**src/rtl/fetch_stage_pkg.sv**
```systemverilog
// rtl/fetch_stage_pkg.sv - shared processor constants for the fetch/decode boundary
//
// Purpose: constants shared by the fetch stage and the decode/control unit.
//   PC_STEP     byte increment between sequential instructions
//   OPCODE_MSB  top bit of the opcode field that drives decode
//   OPCODE_LSB  bottom bit of the opcode field
//   NOP_INSTR   all-zero word (opcode 000000) used as a decode-side bubble
//   opcode_of   extracts the opcode field from an instruction word
package fetch_stage_pkg;

    localparam int          PC_STEP    = 4;
    localparam int          OPCODE_MSB = 31;
    localparam int          OPCODE_LSB = 26;
    localparam logic [31:0] NOP_INSTR  = 32'h0000_0000;

    function automatic logic [OPCODE_MSB-OPCODE_LSB:0] opcode_of(input logic [31:0] instr);
        return instr[OPCODE_MSB:OPCODE_LSB];
    endfunction

endpackage

```
**src/rtl/fetch_fifo.sv**
```systemverilog
// rtl/fetch_fifo.sv - DEPTH-entry synchronous buffer of fetched {pc, instr} words
//
// Purpose: holds words returned by instruction memory until decode consumes them.
// Ports:
//   clk          in   clock, all updates on rising edge
//   rst          in   synchronous active-high reset (empties the buffer)
//   i_flush      in   discard all entries; wins over push and pop
//   i_push       in   write i_push_data at the tail
//   i_push_data  in   {pc, instr} entry
//   i_pop        in   advance the head
//   o_head       out  head entry (stale contents when o_count == 0)
//   o_count      out  number of valid entries, 0..DEPTH
module fetch_fifo
    import fetch_stage_pkg::*;
#(
    parameter int DEPTH = 2,
    parameter int W     = 64
) (
    input  logic                     clk,
    input  logic                     rst,
    input  logic                     i_flush,
    input  logic                     i_push,
    input  logic [W-1:0]             i_push_data,
    input  logic                     i_pop,
    output logic [W-1:0]             o_head,
    output logic [$clog2(DEPTH):0]   o_count
);

    localparam int PTR_W = $clog2(DEPTH);
    localparam int CNT_W = PTR_W + 1;

    logic [W-1:0]     r_mem [DEPTH];
    logic [PTR_W-1:0] r_wr_ptr;
    logic [PTR_W-1:0] r_rd_ptr;
    logic [CNT_W-1:0] r_count;
    logic             w_clear;
    logic             w_full;

    assign w_clear = rst | i_flush;
    assign w_full  = (r_count == CNT_W'(DEPTH));

    // Storage carries no reset; the head is qualified by o_count downstream.
    always_ff @(posedge clk) begin
        if (!w_clear && i_push) begin
            r_mem[r_wr_ptr] <= i_push_data;
        end
    end

    // DEPTH is a power of two, so pointer wrap is the natural binary rollover.
    always_ff @(posedge clk) begin
        if (w_clear) begin
            r_wr_ptr <= '0;
            r_rd_ptr <= '0;
            r_count  <= '0;
        end else begin
            if (i_push) begin
                r_wr_ptr <= r_wr_ptr + 1'b1;
            end
            if (i_pop) begin
                r_rd_ptr <= r_rd_ptr + 1'b1;
            end
            r_count <= r_count + CNT_W'(i_push) - CNT_W'(i_pop);
        end
    end

    // The upstream issue rule reserves a slot for every outstanding read.
    always_ff @(posedge clk) begin
        if (!w_clear) begin
            assert (!(i_push && w_full));
            assert (!(i_pop && (r_count == '0)));
        end
    end

    assign o_head  = r_mem[r_rd_ptr];
    assign o_count = r_count;

endmodule

```
**src/rtl/fetch_stage.sv**
```systemverilog
// rtl/fetch_stage.sv - instruction fetch: PC, read issue, in-flight tracking, redirect
//
// Purpose: owns the PC, issues sequential reads to a 1-cycle synchronous
// instruction memory and buffers returned words so decode stalls never drop
// an in-flight fetch. A taken branch from EXE redirects the PC and discards
// wrong-path words.
// Ports:
//   clk           in   clock
//   rst           in   synchronous active-high reset
//   freeze        in   decode stalled; head not consumed
//   branch_taken  in   redirect pulse; flushes the stage
//   branch_addr   in   redirect target
//   imem_addr     out  read address (current PC)
//   imem_rd_en    out  read request; data returns next cycle
//   imem_rdata    in   data for the previous cycle's request
//   if_valid      out  if_instr/if_pc hold a valid instruction
//   if_instr      out  head instruction (0 when not valid)
//   if_pc         out  address of if_instr (0 when not valid)
module fetch_stage
    import fetch_stage_pkg::*;
#(
    parameter int                ADDR_W   = 32,
    parameter int                INSTR_W  = 32,
    parameter logic [ADDR_W-1:0] RESET_PC = '0,
    parameter int                DEPTH    = 2
) (
    input  logic               clk,
    input  logic               rst,
    input  logic               freeze,
    input  logic               branch_taken,
    input  logic [ADDR_W-1:0]  branch_addr,
    output logic [ADDR_W-1:0]  imem_addr,
    output logic               imem_rd_en,
    input  logic [INSTR_W-1:0] imem_rdata,
    output logic               if_valid,
    output logic [INSTR_W-1:0] if_instr,
    output logic [ADDR_W-1:0]  if_pc
);

    localparam int CNT_W = $clog2(DEPTH) + 1;
    localparam int OCC_W = CNT_W + 1;
    localparam int ENT_W = ADDR_W + INSTR_W;

    logic [ADDR_W-1:0]  r_pc;
    logic               r_inflight;
    logic [ADDR_W-1:0]  r_inflight_pc;

    logic [CNT_W-1:0]   w_count;
    logic [ENT_W-1:0]   w_head;
    logic               w_valid;
    logic               w_pop;
    logic               w_issue;
    logic [OCC_W-1:0]   w_occupancy;

    assign w_valid = (w_count != '0);
    assign w_pop   = w_valid & ~freeze & ~branch_taken;

    // Entries that will be held after this edge, counting the word already
    // on its way back. A new read is only issued if it is guaranteed a slot.
    assign w_occupancy = OCC_W'(w_count) - OCC_W'(w_pop) + OCC_W'(r_inflight);
    assign w_issue     = ~rst & ~branch_taken & (w_occupancy < OCC_W'(DEPTH));

    assign imem_addr  = r_pc;
    assign imem_rd_en = w_issue;

    // Reset beats redirect, redirect beats sequential advance.
    always_ff @(posedge clk) begin
        if (rst) begin
            r_pc          <= RESET_PC;
            r_inflight    <= 1'b0;
            r_inflight_pc <= '0;
        end else begin
            if (branch_taken) begin
                r_pc <= branch_addr;
            end else if (w_issue) begin
                r_pc <= r_pc + ADDR_W'(PC_STEP);
            end
            r_inflight <= w_issue;
            if (w_issue) begin
                r_inflight_pc <= r_pc;
            end
        end
    end

    // A word returning during a redirect cycle is wrong-path; the flush
    // input of the buffer overrides the push.
    fetch_fifo #(
        .DEPTH (DEPTH),
        .W     (ENT_W)
    ) u_fifo (
        .clk         (clk),
        .rst         (rst),
        .i_flush     (branch_taken),
        .i_push      (r_inflight),
        .i_push_data ({r_inflight_pc, imem_rdata}),
        .i_pop       (w_pop),
        .o_head      (w_head),
        .o_count     (w_count)
    );

    assign if_valid = w_valid;
    assign if_instr = w_valid ? w_head[INSTR_W-1:0]     : '0;
    assign if_pc    = w_valid ? w_head[ENT_W-1:INSTR_W] : '0;

endmodule
```
**config.mk**
```make
export PLATFORM = sky130hd
export DESIGN_NAME = fetch_stage
export DESIGN_NICKNAME = d
export VERILOG_FILES = /design/src/rtl/fetch_stage_pkg.sv /design/src/rtl/fetch_fifo.sv /design/src/rtl/fetch_stage.sv
export SDC_FILE = /design/constraint.sdc
export NUM_CORES = 1
export LEC_CHECK = 0
export CAP_MARGIN = 10
export CELL_PAD_IN_SITES_DETAIL_PLACEMENT = 0
export CELL_PAD_IN_SITES_GLOBAL_PLACEMENT = 1
export CORE_ASPECT_RATIO = 1.1
export CORE_MARGIN = 10
export CORE_UTILIZATION = 36
export CTS_CLUSTER_SIZE = 10
export DETAILED_ROUTE_END_ITERATION = 8
export GPL_TIMING_DRIVEN = 1
export PLACE_DENSITY = 0.75
export SLEW_MARGIN = 20
export SYNTH_ARGS = -nofsm -noshare
export SYNTH_HDL_FRONTEND = slang
export SYNTH_SLANG_ARGS = --single-unit
```
**constraint.sdc**
```tcl
create_clock -name clk -period 6 [get_ports clk]
set_input_delay 1.8 -clock clk [delete_from_list [all_inputs] [get_ports clk]]
set_output_delay 1.8 -clock clk [all_outputs]
set_load 0.02 [all_outputs]
```
==> Word level (Yosys, flattened, before mapping) <==
Memory sizes are Yosys's and may differ from the RTL's. A register that Yosys moved wholly into a read port is not among the register bits.
Index checks and enable logic that the tools add are counted.
{ "op_classes": {"reduce_logical": 4, "order_cmp": 1, "bitwise": 8, "n_mux": 8, "addsub": 7} }
{ "op_table": {"columns": ["op", "count"], "rows": [
  ["two-way mux 32 bit", 4],
  ["adder 32 x 3 -> 32 bit, second input constant", 1],
  ["AND 1 bit", 4],
  ["two-way mux 1 bit", 4],
  ["nonzero test 2 bit", 2],
  ["adder 3 x 1 -> 3 bit", 1],
  ["< comparator 3 x 2 -> 1 bit, second input constant", 1],
  ["NOT 1 bit", 3],
  ["subtractor 2 x 1 -> 3 bit", 1],
  ["adder 1 bit, second input constant", 2],
  ["adder 2 x 1 -> 2 bit", 1],
  ["subtractor 2 x 1 -> 2 bit", 1],
  ["logical AND 1 bit", 1],
  ["logical NOT 1 bit", 1],
  ["bitwise OR 1 bit", 1]
]} }
{ "word_totals": {"out_inout_bits": 98, "n_memories": 1, "elab_cells": 35, "register_bits": 69, "input_bits": 68, "mem_bits_rw": 128} }
{ "memory_table": {"columns": ["memory", "depth", "width", "read_ports", "rd_clocked_by_memory_dff", "write_ports", "line_no", "text"], "rows": [
  ["u_fifo.r_mem", 2, 64, 1, 1, 1, "fetch_fifo.sv:32", "logic [W-1:0] r_mem [DEPTH];"]
]} }

==> Depth between registers and ports, before layout <==
{ "logic_depth": {"ltp_word": 9, "ltp_mapped": 14, "ltp_nobuf": 12} }

==> Modules after synthesis <==
A second synthesis with hierarchy kept.
{ "unflattened": {"hier_cells": 674, "hier_area_um2": 8583.2} }
{ "modules_own_cells": {"columns": ["module", "cells_per_inst", "area_per_inst_um2", "instances", "seq_area_each_um2"], "rows": [
  ["fetch_fifo", 219, 5138.7, 1, 3943.8],
  ["fetch_stage", 455, 3444.6, 1, 1301.2]
]} }

==> Worst setup path after synthesis <==
Ideal clock, no wire load.
{ "synth_path": {"path_kind": "input -> output", "startpoint": "in branch_taken", "endpoint": "out imem_rd_en", "arrival_ns": 4.243, "required_time_ns": 4.200, "path_buffers": 4, "cell_stages": 12, "slack_ns": -0.043, "path_cell_list": "buf_6 -> nor3_1 -> ha_1 -> inv_1 -> ha_1 -> fa_1 -> or3_4 -> or2_1 -> buf_6 -> clkinv_4 -> buf_2 -> buf_2"} }
{ "synth_via": {"elab_chain_len": 6, "word_cells_on_any_way": 7, "cone_classes": "2 x add/sub; 1 x order compare; 4 x bitwise"} }
{ "synth_rtl": {"columns": ["element", "line_no", "text"], "rows": [
  ["start: declaration", "fetch_stage.sv:30", "input logic branch_taken,"],
  ["NOT 1 bit", "fetch_stage.sv:56", "assign w_pop = w_valid & ~freeze & ~branch_taken;"],
  ["AND 1 bit", "fetch_stage.sv:56", null],
  ["named net u_fifo.i_pop", "fetch_fifo.sv:24", "input logic i_pop,"],
  ["subtractor 2 x 1 -> 3 bit", "fetch_stage.sv:60", "assign w_occupancy = OCC_W'(w_count) - OCC_W'(w_pop) + OCC_W'(r_inflight);"],
  ["adder 3 x 1 -> 3 bit", "fetch_stage.sv:60", null],
  ["named net w_occupancy[1]", "fetch_stage.sv:53", "logic [OCC_W-1:0] w_occupancy;"],
  ["< comparator 3 x 2 -> 1 bit", "fetch_stage.sv:61", "assign w_issue = ~rst & ~branch_taken & (w_occupancy < OCC_W'(DEPTH));"],
  ["AND 1 bit", "fetch_stage.sv:61", null],
  ["end: declaration", "fetch_stage.sv:33", "output logic imem_rd_en,"]
]} }
The timed path passes the listed nets, and every way through them passes these cells.

==> Worst setup path after layout <==
{ "layout_path": {"startpoint": "in freeze", "endpoint": "out imem_rd_en"} }
{ "layout_via": {"elab_chain_len": 7} }
{ "layout_rtl": {"columns": ["element", "line_no", "text"], "rows": [
  ["start: declaration", "fetch_stage.sv:29", "input logic freeze,"],
  ["NOT 1 bit", "fetch_stage.sv:56", null],
  ["AND 1 bit (2 in series)", "fetch_stage.sv:56", null],
  ["named net u_fifo.i_pop", "fetch_fifo.sv:24", null],
  ["subtractor 2 x 1 -> 3 bit", "fetch_stage.sv:60", null],
  ["adder 3 x 1 -> 3 bit", "fetch_stage.sv:60", null],
  ["named net w_occupancy[1]", "fetch_stage.sv:53", null],
  ["< comparator 3 x 2 -> 1 bit", "fetch_stage.sv:61", null],
  ["AND 1 bit", "fetch_stage.sv:61", null]
]} }
The timed path passes the listed nets, and every way through them passes these cells.

==> impl_results.md <==
* Area share of fa/ha/maj cells after synthesis at 0.719%
* List of most frequent post-synthesis cells: sky130_fd_sc_hd__edfxtp_1, sky130_fd_sc_hd__nand2_1, sky130_fd_sc_hd__nor2_1
* Max-slew headroom at the worst pin at 35.0%
* Post-synthesis simple-gate area fraction at 14.1%
* Transition time at the pin with the least slew margin at 0.975 ns
* Post-synthesis sequential area ratio at 65.5%
* Skew-Pair Late Insertion Delay at 0.43 ns
* Maximum vdd drop at 0.214 mV
* Setup TNS at 0 ns
* Dominant combinational cell family by area after synthesis: simple AND/OR/NAND/NOR gates
* Chip width at 162 um
* Drt first pass iters at 4
* Number of storage elements in the synthesis netlist at 198
* Synth async-reset ratio at 0%
* Inserted Clock Buffers at 17
* Hold depth at 0
* Area of the die at 0.0286 mm2
* DR vias/cell at 4.90
* Cell with the most instances after synthesis: sky130_fd_sc_hd__edfxtp_1
* Total of buffers placed on input and output ports at 165
* Synthesized instance count at 675
* Worst Reg-to-Reg Cells at 13
* Number of levels in the clock H-tree at 4
* Count of routing violations after the opening detailed-route iteration at 378
* Row cnt at 57
* Final Slew Violations at 0
* MaxCap Viol Count at 0
* Antenna violations before repair at 0
* Power per cell area at 278 mW/mm2
* Required time of the critical path at 4.20 ns
* First-pass GRT wire length at 31800 um
* Number of placed cells counting well taps at 1108
* I/O pin count at 166
* Area share of the leading cell type in the synthesized netlist at 48.0%
* Biggest area contributors in the synthesized netlist: sky130_fd_sc_hd__edfxtp_1, sky130_fd_sc_hd__dfxtp_1, sky130_fd_sc_hd__mux2i_1
* Post-Syn Area at 0.00801 mm2
* Status: finished clean
* Clock-pin slew of the registers on the worst-case setup and hold paths at 0.07 ns
* CTS tree: yes
* Number of distinct library cell variants in the gate-level netlist after synthesis at 54
* Vias at 5599
* Post-synth top area cell: sky130_fd_sc_hd__edfxtp_1
* Period utilization at 97.1%
* Critical path type: primary input to output port
* Diode insertion count for antenna repair at 0
* Largest fanout on the critical path at 2
* HP Class: flop to flop
* Routed WL per cell at 17.7 um
* Post-layout total power at 0.00295 W
* Die boundary height at 176 um
* Post-synthesis to final-layout area growth at 32.6%
* Starting Density at 36.5%
* Syn Area/Cell at 11.9 um2
* Number of global-route vias before repair at 5550
* Mapped Nets at 747
* Total routing resource utilization after global routing at 14.0%
* Achievable clock frequency at 172 MHz
* Most common flop cell mapped by yosys: sky130_fd_sc_hd__edfxtp_1
* Setup repair after global routing missed its margin: no
* Setup slack at placement at -0.589 ns
* Reported leakage power at 3.46 nW
* Minimum period implied by the final worst setup slack at 5.82 ns
* Util after Layout at 48.3%
* Yosys synthesis warning count at 0
* CTS sink cnt at 198
* Number of synthesized flops with an enable pin at 128
* Number of endpoints failing setup at the final stage at 0
* Count of placed standard cells in the final layout, fillers left out at 1142
* Total overflow reported by the global router at 0
* Endpoints failing hold at 0
* Clock Skew at 0.0114 ns
* Detailed placement HPWL at 13900 um
* Remaining DRCs at 0
* Worst Setup Start Kind: primary input
* Ratio of cells with drive above 1 in the final layout at 7.79%
* Capturing element type of the critical path: output port
* Mux contribution to synthesized area at 8.66%
* Count of antenna-violating nets left after detailed routing at 0
* Final wirelength at 20200 um
* Maximum number of pins on one net before global-route repair at 66
* Library cell used as clock root buffer: sky130_fd_sc_hd__clkbuf_16
* Maximum count of clock buffers along a single path at 2
* Routability Congestion at 0.799
* Core region area at 0.0220 mm2
* Worst setup slack after layout at 0.176 ns
* Post-synthesis compound-gate area fraction at 7.52%
* Share of the synthesized netlist area taken by xor and xnor gates at 0.766%
* Critical path data arrival time at 4.02 ns
* Post-layout net count at 906
state kept, by name (all words and copies together), names as in the netlist, named ones only:
name and flops:
r_inflight 1, imem_addr 32, u_fifo.o_count 2, u_fifo.r_rd_ptr 1, u_fifo.r_wr_ptr 1, r_inflight_pc 32, u_fifo.r_mem 128
kinds of logic (layout without fill, tap and decap cells):
logic type      after synthesis  count (layout)
simple gates                248             248
xor+xnor                      7               7
flops                       198             198
buf+inv                      51             223
fa+ha+maj                     4               4
compound gates               98              98
mux                          69              69
layout make-up:
cell class                 count  area, um2
multi-input combinational    426       2570
tap                          295        369
fill                        2052      11300
inverter                      10       42.5
timing repair buffer         181       1760
clock buffer                  19        443
sequential                   198       5250
clock inverter                13        181
critical path: stages:
cell and delay, ns:
sky130_fd_sc_hd__dlygate4sd2_1 0.27, sky130_fd_sc_hd__nor3_2 0.24, sky130_fd_sc_hd__ha_1 0.26, sky130_fd_sc_hd__inv_1 0.06, sky130_fd_sc_hd__ha_2 0.17, sky130_fd_sc_hd__fa_1 0.45, sky130_fd_sc_hd__or3_4 0.35, sky130_fd_sc_hd__or2_4 0.25
sky130_fd_sc_hd__clkinv_4 0.05, sky130_fd_sc_hd__buf_4 0.13
per-layer routing:
layer  track usage, %  part of all wire [%]
met1             18.0                    45
met2             22.4                    47
met3             4.12                   5.8
met4             4.51                   1.5
met5                0                     0
layout by cell type, fill, tap and decap left out, drive strengths merged, types with 6 or more instances in the layout:
cell type	synthesis	final
xnor2	6	6
clkbuf	29	19
and2	10	10
o21ai	9	9
nand2	96	96
clkdlybuf4s50	0	161
edfxtp	128	128
nand3	16	16
dfxtp	70	70
nor2	80	80
and3	7	7
nand4	11	11
a31oi	16	16
a21oi	44	44
nor3	8	8
o211ai	6	6
buf	12	18
inv	9	17
mux2i	67	67
where the power goes:
part	switching (W)	internal (W)
clock network	0.000517	0.000683
logic	0.000129	0.000116
registers	0.0000351	0.00147
total	0.000681	0.00227
stage by stage:
stage | area [um2] | hold WS (ns)
floorplan | 8010 | 0.425
global placement | 9970 | 0.433
detailed placement | 9970 | 0.441
CTS | 10600 | 0.457
global route | 10600 | 0.470
finish | 10600 | 0.457
final timing paths:
check,slack [ns],endpoint,startpoint
hold / removal,0.46,u_fifo.r_mem[0][33],r_inflight_pc[1]
hold reg to reg,0.46,u_fifo.r_mem[0][33],r_inflight_pc[1]
setup reg to reg,2.52,imem_addr[20],u_fifo.o_count[1]
setup / recovery,0.18,imem_rd_en,freeze
repair_timing:
action                                  CTS  global route
gates resized for setup                   6             4
endpoints found under the setup margin    1             1
cloned                                    0             0
setup buffers                             2             0
hold buffers                              0             0
pin swaps                                 1             3
(Power assumes the default switching activity.)
